--- config.mk ---
export PLATFORM = sky130hd
export DESIGN_NAME = seq_det_scheduler
export DESIGN_NICKNAME = d
export VERILOG_FILES = /design/src/rtl/seq_det_pkg.sv /design/src/rtl/run_end_det.sv /design/src/rtl/seq_det_scheduler.sv
export SDC_FILE = /design/constraint.sdc
export NUM_CORES = 1
export LEC_CHECK = 0
export BUFFER_PORTS_ARGS = -buffer_cell sky130_fd_sc_hd__buf_2
export CAP_MARGIN = 20
export CORE_MARGIN = 5
export CORE_UTILIZATION = 40
export DETAILED_ROUTE_END_ITERATION = 8
export GPL_TIMING_DRIVEN = 0
export PLACE_DENSITY_LB_ADDON = 0.15
export SLEW_MARGIN = 20
export SYNTH_ARGS = -nofsm -noshare
export SYNTH_HDL_FRONTEND = slang
export SYNTH_SLANG_ARGS = --single-unit
export TNS_END_PERCENT = 30
--- constraint.sdc ---
create_clock -name clk -period 3.1 [get_ports clk]
set_input_delay 0 -clock clk [delete_from_list [all_inputs] [get_ports clk]]
set_output_delay 0 -clock clk [all_outputs]
set_load 0.005 [all_outputs]
--- src/rtl/seq_det_pkg.sv ---
// Shared types and constants for the word-level scheduler and its bit-serial
// run-end detector.
package seq_det_pkg;

  typedef enum logic [2:0] {
    IDLE  = 3'd0,
    SHIFT = 3'd1,
    FLUSH = 3'd2,
    DRAIN = 3'd3,
    DONE  = 3'd4
  } sched_state_e;

  // Length of the current run of 1s; R3 saturates.
  typedef enum logic [1:0] {
    R0 = 2'd0,
    R1 = 2'd1,
    R2 = 2'd2,
    R3 = 2'd3
  } run_state_e;

  typedef struct packed {
    sched_state_e state;
    run_state_e   run_state;
  } sched_dbg_t;

  localparam int MIN_RUN_LO = 1;
  localparam int MIN_RUN_HI = 3;

  function automatic int clamp_min_run(input int m);
    if (m < MIN_RUN_LO) return MIN_RUN_LO;
    if (m > MIN_RUN_HI) return MIN_RUN_HI;
    return m;
  endfunction

  function automatic run_state_e run_next(input run_state_e r, input logic x);
    if (!x) return R0;
    case (r)
      R0:      return R1;
      R1:      return R2;
      default: return R3;
    endcase
  endfunction

endpackage

--- src/rtl/run_end_det.sv ---
// Bit-serial detector: registers a hit pulse when a run of at least MIN_RUN
// consecutive 1s is ended by a 0.
module run_end_det
  import seq_det_pkg::*;
#(
  parameter int MIN_RUN = 2
) (
  input  logic       clk,
  input  logic       rst,
  input  logic       en,
  input  logic       clr,
  input  logic       x,
  output logic       y,
  output run_state_e run_state
);

  localparam int MIN_EFF = clamp_min_run(MIN_RUN);

  logic run_long;

  assign run_long = (int'(run_state) >= MIN_EFF);

  // y is a one-cycle pulse: it drops whenever the detector is not stepped.
  always_ff @(posedge clk or negedge rst) begin
    if (!rst) begin
      run_state <= R0;
      y         <= 1'b0;
    end else if (clr) begin
      run_state <= R0;
      y         <= 1'b0;
    end else if (en) begin
      run_state <= run_next(run_state, x);
      y         <= ~x & run_long;
    end else begin
      y         <= 1'b0;
    end
  end

endmodule

--- src/rtl/seq_det_scheduler.sv ---
// Word-level front end for run_end_det: shifts a word MSB-first plus one
// terminator 0 through the detector and returns the number of hits.
module seq_det_scheduler
  import seq_det_pkg::*;
#(
  parameter  int W       = 8,
  parameter  int MIN_RUN = 2,
  localparam int CNT_W   = $clog2(W + 2)
) (
  input  logic             clk,
  input  logic             rst,
  input  logic             in_valid,
  output logic             in_ready,
  input  logic [W-1:0]     in_word,
  input  logic             abort,
  output logic             out_valid,
  input  logic             out_ready,
  output logic [CNT_W-1:0] hit_count,
  output logic             bit_out,
  output logic             det_y,
  output sched_dbg_t       dbg
);

  localparam int IDX_W = (W > 1) ? $clog2(W) : 1;

  // Handshakes: a transfer happens on a rising edge where valid and ready are
  // both high; ready depends only on state, never on valid, and the producer
  // holds its word until the transfer.
  sched_state_e     state, state_nxt;
  logic [W-1:0]     shreg;
  logic [IDX_W-1:0] idx;
  logic             last_idx;
  logic             busy;
  logic             load;
  logic             det_en;
  logic             det_clr;
  logic             cnt_en;
  run_state_e       run_state;

  assign last_idx = (idx == IDX_W'(W - 1));

  always_ff @(posedge clk or negedge rst) begin
    if (!rst) state <= IDLE;
    else      state <= state_nxt;
  end

  always_comb begin
    state_nxt = state;
    case (state)
      IDLE:    if (in_valid) state_nxt = SHIFT;
      SHIFT:   if (abort) state_nxt = IDLE;
               else if (last_idx) state_nxt = FLUSH;
      FLUSH:   state_nxt = abort ? IDLE : DRAIN;
      DRAIN:   state_nxt = abort ? IDLE : DONE;
      DONE:    if (out_ready) state_nxt = IDLE;
      default: state_nxt = IDLE;
    endcase
  end

  always_comb begin
    in_ready  = 1'b0;
    out_valid = 1'b0;
    bit_out   = 1'b0;
    busy      = 1'b0;
    load      = 1'b0;
    det_en    = 1'b0;
    det_clr   = 1'b0;
    cnt_en    = 1'b0;
    case (state)
      IDLE: begin
        in_ready = 1'b1;
        load     = in_valid;
        det_clr  = in_valid;
      end
      // det_y in the first SHIFT cycle still belongs to the cleared detector.
      SHIFT: begin
        busy    = 1'b1;
        bit_out = shreg[W-1];
        det_en  = 1'b1;
        cnt_en  = det_y && (idx != '0);
      end
      FLUSH: begin
        busy   = 1'b1;
        det_en = 1'b1;
        cnt_en = det_y;
      end
      DRAIN: begin
        busy   = 1'b1;
        cnt_en = det_y;
      end
      DONE:    out_valid = 1'b1;
      default: ;
    endcase
  end

  always_ff @(posedge clk or negedge rst) begin
    if (!rst) begin
      shreg     <= '0;
      idx       <= '0;
      hit_count <= '0;
    end else if (load) begin
      shreg     <= in_word;
      idx       <= '0;
      hit_count <= '0;
    end else if (busy && abort) begin
      hit_count <= '0;
    end else begin
      if (state == SHIFT) begin
        shreg <= {shreg[W-2:0], 1'b0};
        idx   <= idx + 1'b1;
      end
      if (cnt_en && (hit_count != '1)) hit_count <= hit_count + 1'b1;
    end
  end

  run_end_det #(
    .MIN_RUN(MIN_RUN)
  ) u_det (
    .clk      (clk),
    .rst      (rst),
    .en       (det_en),
    .clr      (det_clr),
    .x        (bit_out),
    .y        (det_y),
    .run_state(run_state)
  );

  assign dbg.state     = state;
  assign dbg.run_state = run_state;

endmodule

==> results of run 1 <==
[path summary, 6_finish.rpt]
kind / from / end / cells after the start
min in group asynchronous: rst / state[2] / 2
min reg2reg: shreg[6] / shreg[6] / 2
max reg2reg: hit_count[0] / hit_count[3] / 5
max in group asynchronous: rst / shreg[3] / 2
min: in_word[6] / shreg[6] / 3
max: hit_count[0] / hit_count[3] / 5
[layer usage]
metal / vias to the layer above / track usage, % / wire length (um)
li1: 470 / - / -
met1: 447 / 16.6 / 1100
met2: 11 / 20.2 / 1170
met3: 2 / 4.09 / 90
met4: 0 / 2.60 / 14
met5: - / 0 / 0
[final cells by class]
| class | instances | area, um2 |
|---|---|---|
| multi-input cells | 79 | 557 |
| plain buffers | 5 | 41.3 |
| inverters | 6 | 22.5 |
| flip-flops and latches | 21 | 526 |
| clock buffers | 4 | 26.3 |
| well taps | 31 | 38.8 |
| repair buffers | 34 | 215 |
| fillers | 259 | 1330 |
[logic make-up after synthesis]
group | after synthesis | synth area share [%]
buffers and inverters | 11 | 5.57
and+or+nand+nor | 37 | 19.4
AOI/OAI and AO/OA | 28 | 15.9
DFF | 21 | 45.9
adders and majority gates | 4 | 4.37
muxes | 10 | 8.84
[what timing repair did]
action | in CTS | in global routing
setup endpoints to repair | 0 | 0
hold buffers | 9 | 0
endpoints found under the hold margin | 29 | 0
gates resized for setup | 0 | 0
[stage by stage]
step | area (um2) | hold WS (ns) | worst slack, ns
after floorplan | 1150 | -0.296 | 1.60
after global placement | 1310 | -0.0137 | 1.55
after detailed placement | 1310 | -0.0134 | 1.53
after CTS | 1430 | 0.00914 | 1.50
after global routing | 1430 | 0.0432 | 1.43
final | 1430 | 0.0207 | 1.50
[flip-flops by register name, summed over array words and instances, names as in the netlist]
name / flops
u_det.y: 1
idx: 3
u_det.run_state: 2
state: 3
hit_count: 4
shreg: 8
[cells in the mapped netlist]
| cell | instances | area [um2] |
|---|---|---|
| buf_4 | 2 | 15.0 |
| or4_1 | 2 | 15.0 |
| nand2_1 | 8 | 30.0 |
| and2_1 | 2 | 12.5 |
| a22o_1 | 3 | 26.3 |
| mux2i_1 | 9 | 90.1 |
| nor3b_1 | 1 | 7.51 |
| nand3_1 | 2 | 10.0 |
| a21oi_2 | 1 | 8.76 |
| nand3b_4 | 1 | 20.0 |
| nand2b_1 | 3 | 18.8 |
| o211ai_2 | 1 | 12.5 |
| mux2_2 | 1 | 11.3 |
| buf_6 | 2 | 22.5 |
| clkbuf_1 | 1 | 3.75 |
| a32o_1 | 1 | 10.0 |
| o22a_1 | 2 | 17.5 |
| nor2_1 | 9 | 33.8 |
| or3_1 | 2 | 12.5 |
| nor4b_4 | 1 | 23.8 |
| a21oi_1 | 7 | 35.0 |
| o31ai_1 | 2 | 15.0 |
| dfrtp_1 | 21 | 526 |
| inv_1 | 6 | 22.5 |
| o21ai_0 | 9 | 45.0 |
| o21ai_1 | 1 | 5.00 |
| nor3_1 | 4 | 20.0 |
| ha_1 | 4 | 50.1 |
| o21a_1 | 1 | 7.51 |
| nand3_2 | 1 | 10.0 |
| or3b_2 | 1 | 8.76 |
[worst max-delay path: cells and delay by family (launching register included)]
family                     cells  cell delay [ns]
and+or+nand+nor                3             0.72
DFF                            1             0.43
adders and majority gates      1             0.24
AOI/OAI and AO/OA              1             0.14
[power groups by stage]
stage | logic (mW) | registers, mW | clock network, mW
global placement | 0.160 | 0.353 | 0
detailed placement | 0.164 | 0.356 | 0
floorplan | 0.111 | 0.351 | 0
finish | 0.171 | 0.351 | 0.131
global route | 0.197 | 0.360 | 0.148
CTS | 0.173 | 0.351 | 0.138
==> results.sh, run 1 <==
export IMPL_wire_per_inst_um=13.2
export IMPL_grt_max_degree=22
export IMPL_drt_antenna_violating_nets=0
export IMPL_cp_data_required_time_ns=3.34
export IMPL_critPathMaxFanout=8
export IMPL_power_switching_uw=199
export IMPL_intPower_uw=454
export IMPL_clock_sinks=21
export IMPL_clk_pin_slew_ns=0.12
export IMPL_antennaDiodeCount=0
export IMPL_finalNetCount=167
export IMPL_synth_seq_cells=21
export IMPL_post_route_period_util_pct=51.5
export IMPL_synth_distinct_cells=31
export IMPL_cts_tree="yes"
export IMPL_timing_fmax_mhz=626
export IMPL_mostFrequentLayoutCell="buf_2"
export IMPL_syn_cell_area_mm2=0.00115
export IMPL_pwr_share_comb_pct=26.3
export IMPL_power_switching_share_pct=30.5
export IMPL_setup_violations_final=0
export IMPL_dpl_cell_count=167
export IMPL_start_kind="register"
export IMPL_drc=0
export IMPL_rows=19
export IMPL_ctsLongestPathBuffers=2
export IMPL_via_per_inst=5.17
export IMPL_die_width_um=63.5
export IMPL_syn_inst=111
export IMPL_clockRootBuffer="clkbuf_4"
export IMPL_fin_skew_ns=0.0103
export IMPL_htreeDepth=1
export IMPL_p_seq_share_pct=53.7
export IMPL_chipHeight_um=63.5
export IMPL_drive_gt1_share_pct=26.2
export IMPL_tightest_slew_ns=0.483
export IMPL_dp_hpwl_um=1710
export IMPL_r2r_setup_slack_ns=1.50
export IMPL_status="completed"
export IMPL_relSlewSlack_pct=67.8
export IMPL_slowest_delay_ns=0.51
export IMPL_area_growth_pct=24.5
export IMPL_power_frac_clock_pct=20.0
export IMPL_dr_total_vias=930
export IMPL_numCtsBuffers=3
export IMPL_hold_viol=0
export IMPL_cp_cell_sequence="ha_1 > nand3_2 > nand3b_4 > or4_1 > a21oi_1"
export IMPL_rsz0062_at_grt="false"
export IMPL_total_power_uw=653
export IMPL_start_util_pct=41.6
export IMPL_power_density_mw_per_mm2=458
export IMPL_instances_no_fill=180
export IMPL_postCtsSetupRepairBufs=0
export IMPL_place_gp_congestion=0.745
export IMPL_cp_end_kind="register"
export IMPL_crit_type="register to register"
export IMPL_drv_cap=0
export IMPL_ir_worst_vdd_mv=0.373
export IMPL_layout_common_cells="buf_2 (25), dfrtp_1 (21)"
export IMPL_numPortBuffers=25
export IMPL_grt_ovfl_total=0
export IMPL_first_global_vias=938
export IMPL_p_leak_nw=0.678
export IMPL_yosysWarnings=0
export IMPL_crit_arrival_ns=1.84
export IMPL_insertion_delay_ns=0.30
export IMPL_dieArea_mm2=0.00404
export IMPL_grt_pass1_wl_um=4200
export IMPL_hp_class="input pin to register"
export IMPL_syn_num_nets=128
export IMPL_boundaryPins=26
export IMPL_finalSetupTns_ns=0
export IMPL_period_needed_ns=1.60
export IMPL_finalMaxSlewViolations=0
export IMPL_grt_usage_pct=12.6
export IMPL_cpMaxStageDelayCell="or4_1"
export IMPL_yosysSeqAreaShare_pct=45.9
export IMPL_wl_um=2380
export IMPL_fin_util_pct=51.7
export IMPL_drt_iter0_drc=25
export IMPL_core_area_mm2=0.00276
export IMPL_antenna_found_initial=0
export IMPL_drt_pass1_iter_count=4
export IMPL_syn_avg_cell_area_um2=10.3
No activity file was read; power rests on OpenSTA's default activity.
==> run 2: changes to the inputs <==
==> constraint.sdc (replaced) <==
create_clock -name clk -period 1.3 [get_ports clk]
set_input_delay 0 -clock clk [delete_from_list [all_inputs] [get_ports clk]]
set_output_delay 0 -clock clk [all_outputs]
set_load 0.005 [all_outputs]
==> results.sh, run 2 (same netlist as run 1, synthesis figures left out) <==
export IMPL_hp_class="input pin to register"
export IMPL_drt_iter0_drc=29
export IMPL_cp_end_kind="register"
export IMPL_boundaryPins=26
export IMPL_drt_pass1_iter_count=4
export IMPL_relSlewSlack_pct=68.1
export IMPL_rows=19
export IMPL_mostFrequentLayoutCell="buf_2"
export IMPL_post_route_period_util_pct=116
export IMPL_setup_slack_ns=-0.207
export IMPL_insertion_delay_ns=0.31
export IMPL_core_area_mm2=0.00276
export IMPL_drt_antenna_violating_nets=0
export IMPL_die_width_um=63.5
export IMPL_area_growth_pct=39.4
export IMPL_dpl_cell_count=167
export IMPL_power_density_mw_per_mm2=1050
export IMPL_violations="negative setup slack"
export IMPL_ctsLongestPathBuffers=2
export IMPL_htreeDepth=1
export IMPL_total_power_mw=1.67
export IMPL_clockRootBuffer="clkbuf_4"
export IMPL_cp_data_required_time_ns=1.55
export IMPL_start_kind="register"
export IMPL_numPortBuffers=25
export IMPL_hold_viol=0
export IMPL_largest_reg_flops=8
export IMPL_place_gp_congestion=0.745
export IMPL_top_regs="shreg (8), hit_count (4)"
export IMPL_ir_worst_vdd_mv=0.678
export IMPL_cts_tree="yes"
export IMPL_setup_violations_final=16
export IMPL_p_leak_nw=0.752
export IMPL_grt_ovfl_total=0
export IMPL_instances_no_fill=192
export IMPL_chipHeight_um=63.5
export IMPL_first_global_vias=1053
export IMPL_fillers=247
export IMPL_finalMaxSlewViolations=0
export IMPL_drc=0
export IMPL_antenna_found_initial=0
export IMPL_dr_total_vias=1000
export IMPL_via_per_inst=5.21
export IMPL_tightest_slew_ns=0.478
export IMPL_crit_type="register to register"
export IMPL_clock_sinks=21
export IMPL_wl_um=2660
export IMPL_rsz0062_at_grt="true"
export IMPL_crit_arrival_ns=1.76
export IMPL_start_util_pct=41.6
export IMPL_critPathMaxFanout=8
export IMPL_timing_fmax_mhz=663
export IMPL_wire_per_inst_um=13.8
export IMPL_dieArea_mm2=0.00404
export IMPL_layout_common_cells="buf_2 (25), dfrtp_1 (19), buf_4 (11)"
export IMPL_period_needed_ns=1.51
export IMPL_dp_hpwl_um=1720
export IMPL_antennaDiodeCount=0
export IMPL_grt_usage_pct=14.1
export IMPL_grt_max_degree=22
export IMPL_grt_pass1_wl_um=4620
export IMPL_numCtsBuffers=3
export IMPL_fin_skew_ns=0.00400
export IMPL_largest_register="shreg"
export IMPL_clk_pin_slew_ns=0.13
export IMPL_drive_gt1_share_pct=40.4
export IMPL_drv_cap=0
export IMPL_status="finished with violations"
export IMPL_finalNetCount=179
-- run 2: cell count changes in the layout (fill, tap and decap cells not counted), moves of 3 or more --
cell	previous run	this run
buf_4	2	11
o21ai_0	9	5
o21ai_1	1	5
a21oi_1	7	4
-- run 2: timing repair --
item,CTS,global route
hold buffers,10,0
endpoints found under the hold margin,30,0
pin swaps,9,3
buffers inserted,10,1
resized for setup,13,8
setup endpoints to repair,21,22
-- run 2: stage by stage --
| stage | setup TNS [ns] | area (um2) | worst slack, ns | util (%) | hold slack, ns |
|---|---|---|---|---|---|
| after CTS | -1.36 | 1560 | -0.197 | 56.4 | 0.0104 |
| after global routing | -2.95 | 1600 | -0.281 | 57.9 | 0.0370 |
| after floorplan | -0.665 | 1150 | -0.114 | - | -0.296 |
| after detailed placement | -1.94 | 1310 | -0.182 | 47.6 | -0.00655 |
| after global placement | -1.57 | 1310 | -0.160 | 47.6 | -0.0127 |
| final | -1.20 | 1600 | -0.207 | 57.9 | 0.0226 |
-- run 2: final cells by class --
cell class	count	area, um2	share of cell area [%]
well taps	31	38.8	2.43
clock inverters	1	5.00	0.313
flip-flops and latches	21	528	33.0
inverters	6	22.5	1.41
multi-input cells	79	612	38.3
clock buffers	3	22.5	1.41
repair buffers	46	320	20.0
plain buffers	5	48.8	3.05
-- run 2: final timing paths --
check	start	end	slack (ns)	cells past startpoint
setup / recovery	hit_count[1]	hit_count[2]	-0.21	5
hold / removal	abort	state[0]	0.02	3
setup reg to reg	hit_count[1]	hit_count[2]	-0.21	5
hold reg to reg	shreg[6]	shreg[6]	0.51	2
max in group asynchronous	rst	state[0]	0.79	2
min in group asynchronous	rst	hit_count[2]	0.16	2
-- run 2: report_power, final --
part	switching, mW	internal, mW
Clock	0.214	0.115
Sequential	0.0747	0.760
Combinational	0.239	0.269
Total	0.528	1.14
-- run 2: routing by layer --
metal / global-route usage, % / routed length, um
met1: 16.5 / 1160
met2: 25.5 / 1370
met3: 1.95 / 81
met4: 5.45 / 42
met5: 0 / 0
-- run 2: critical path: stages, from the launching register on --
cell      delay [ns]
dfrtp_1         0.43
ha_2            0.19
nand3_2         0.08
nand3b_4        0.12
or4_4           0.50
a21oi_2         0.14
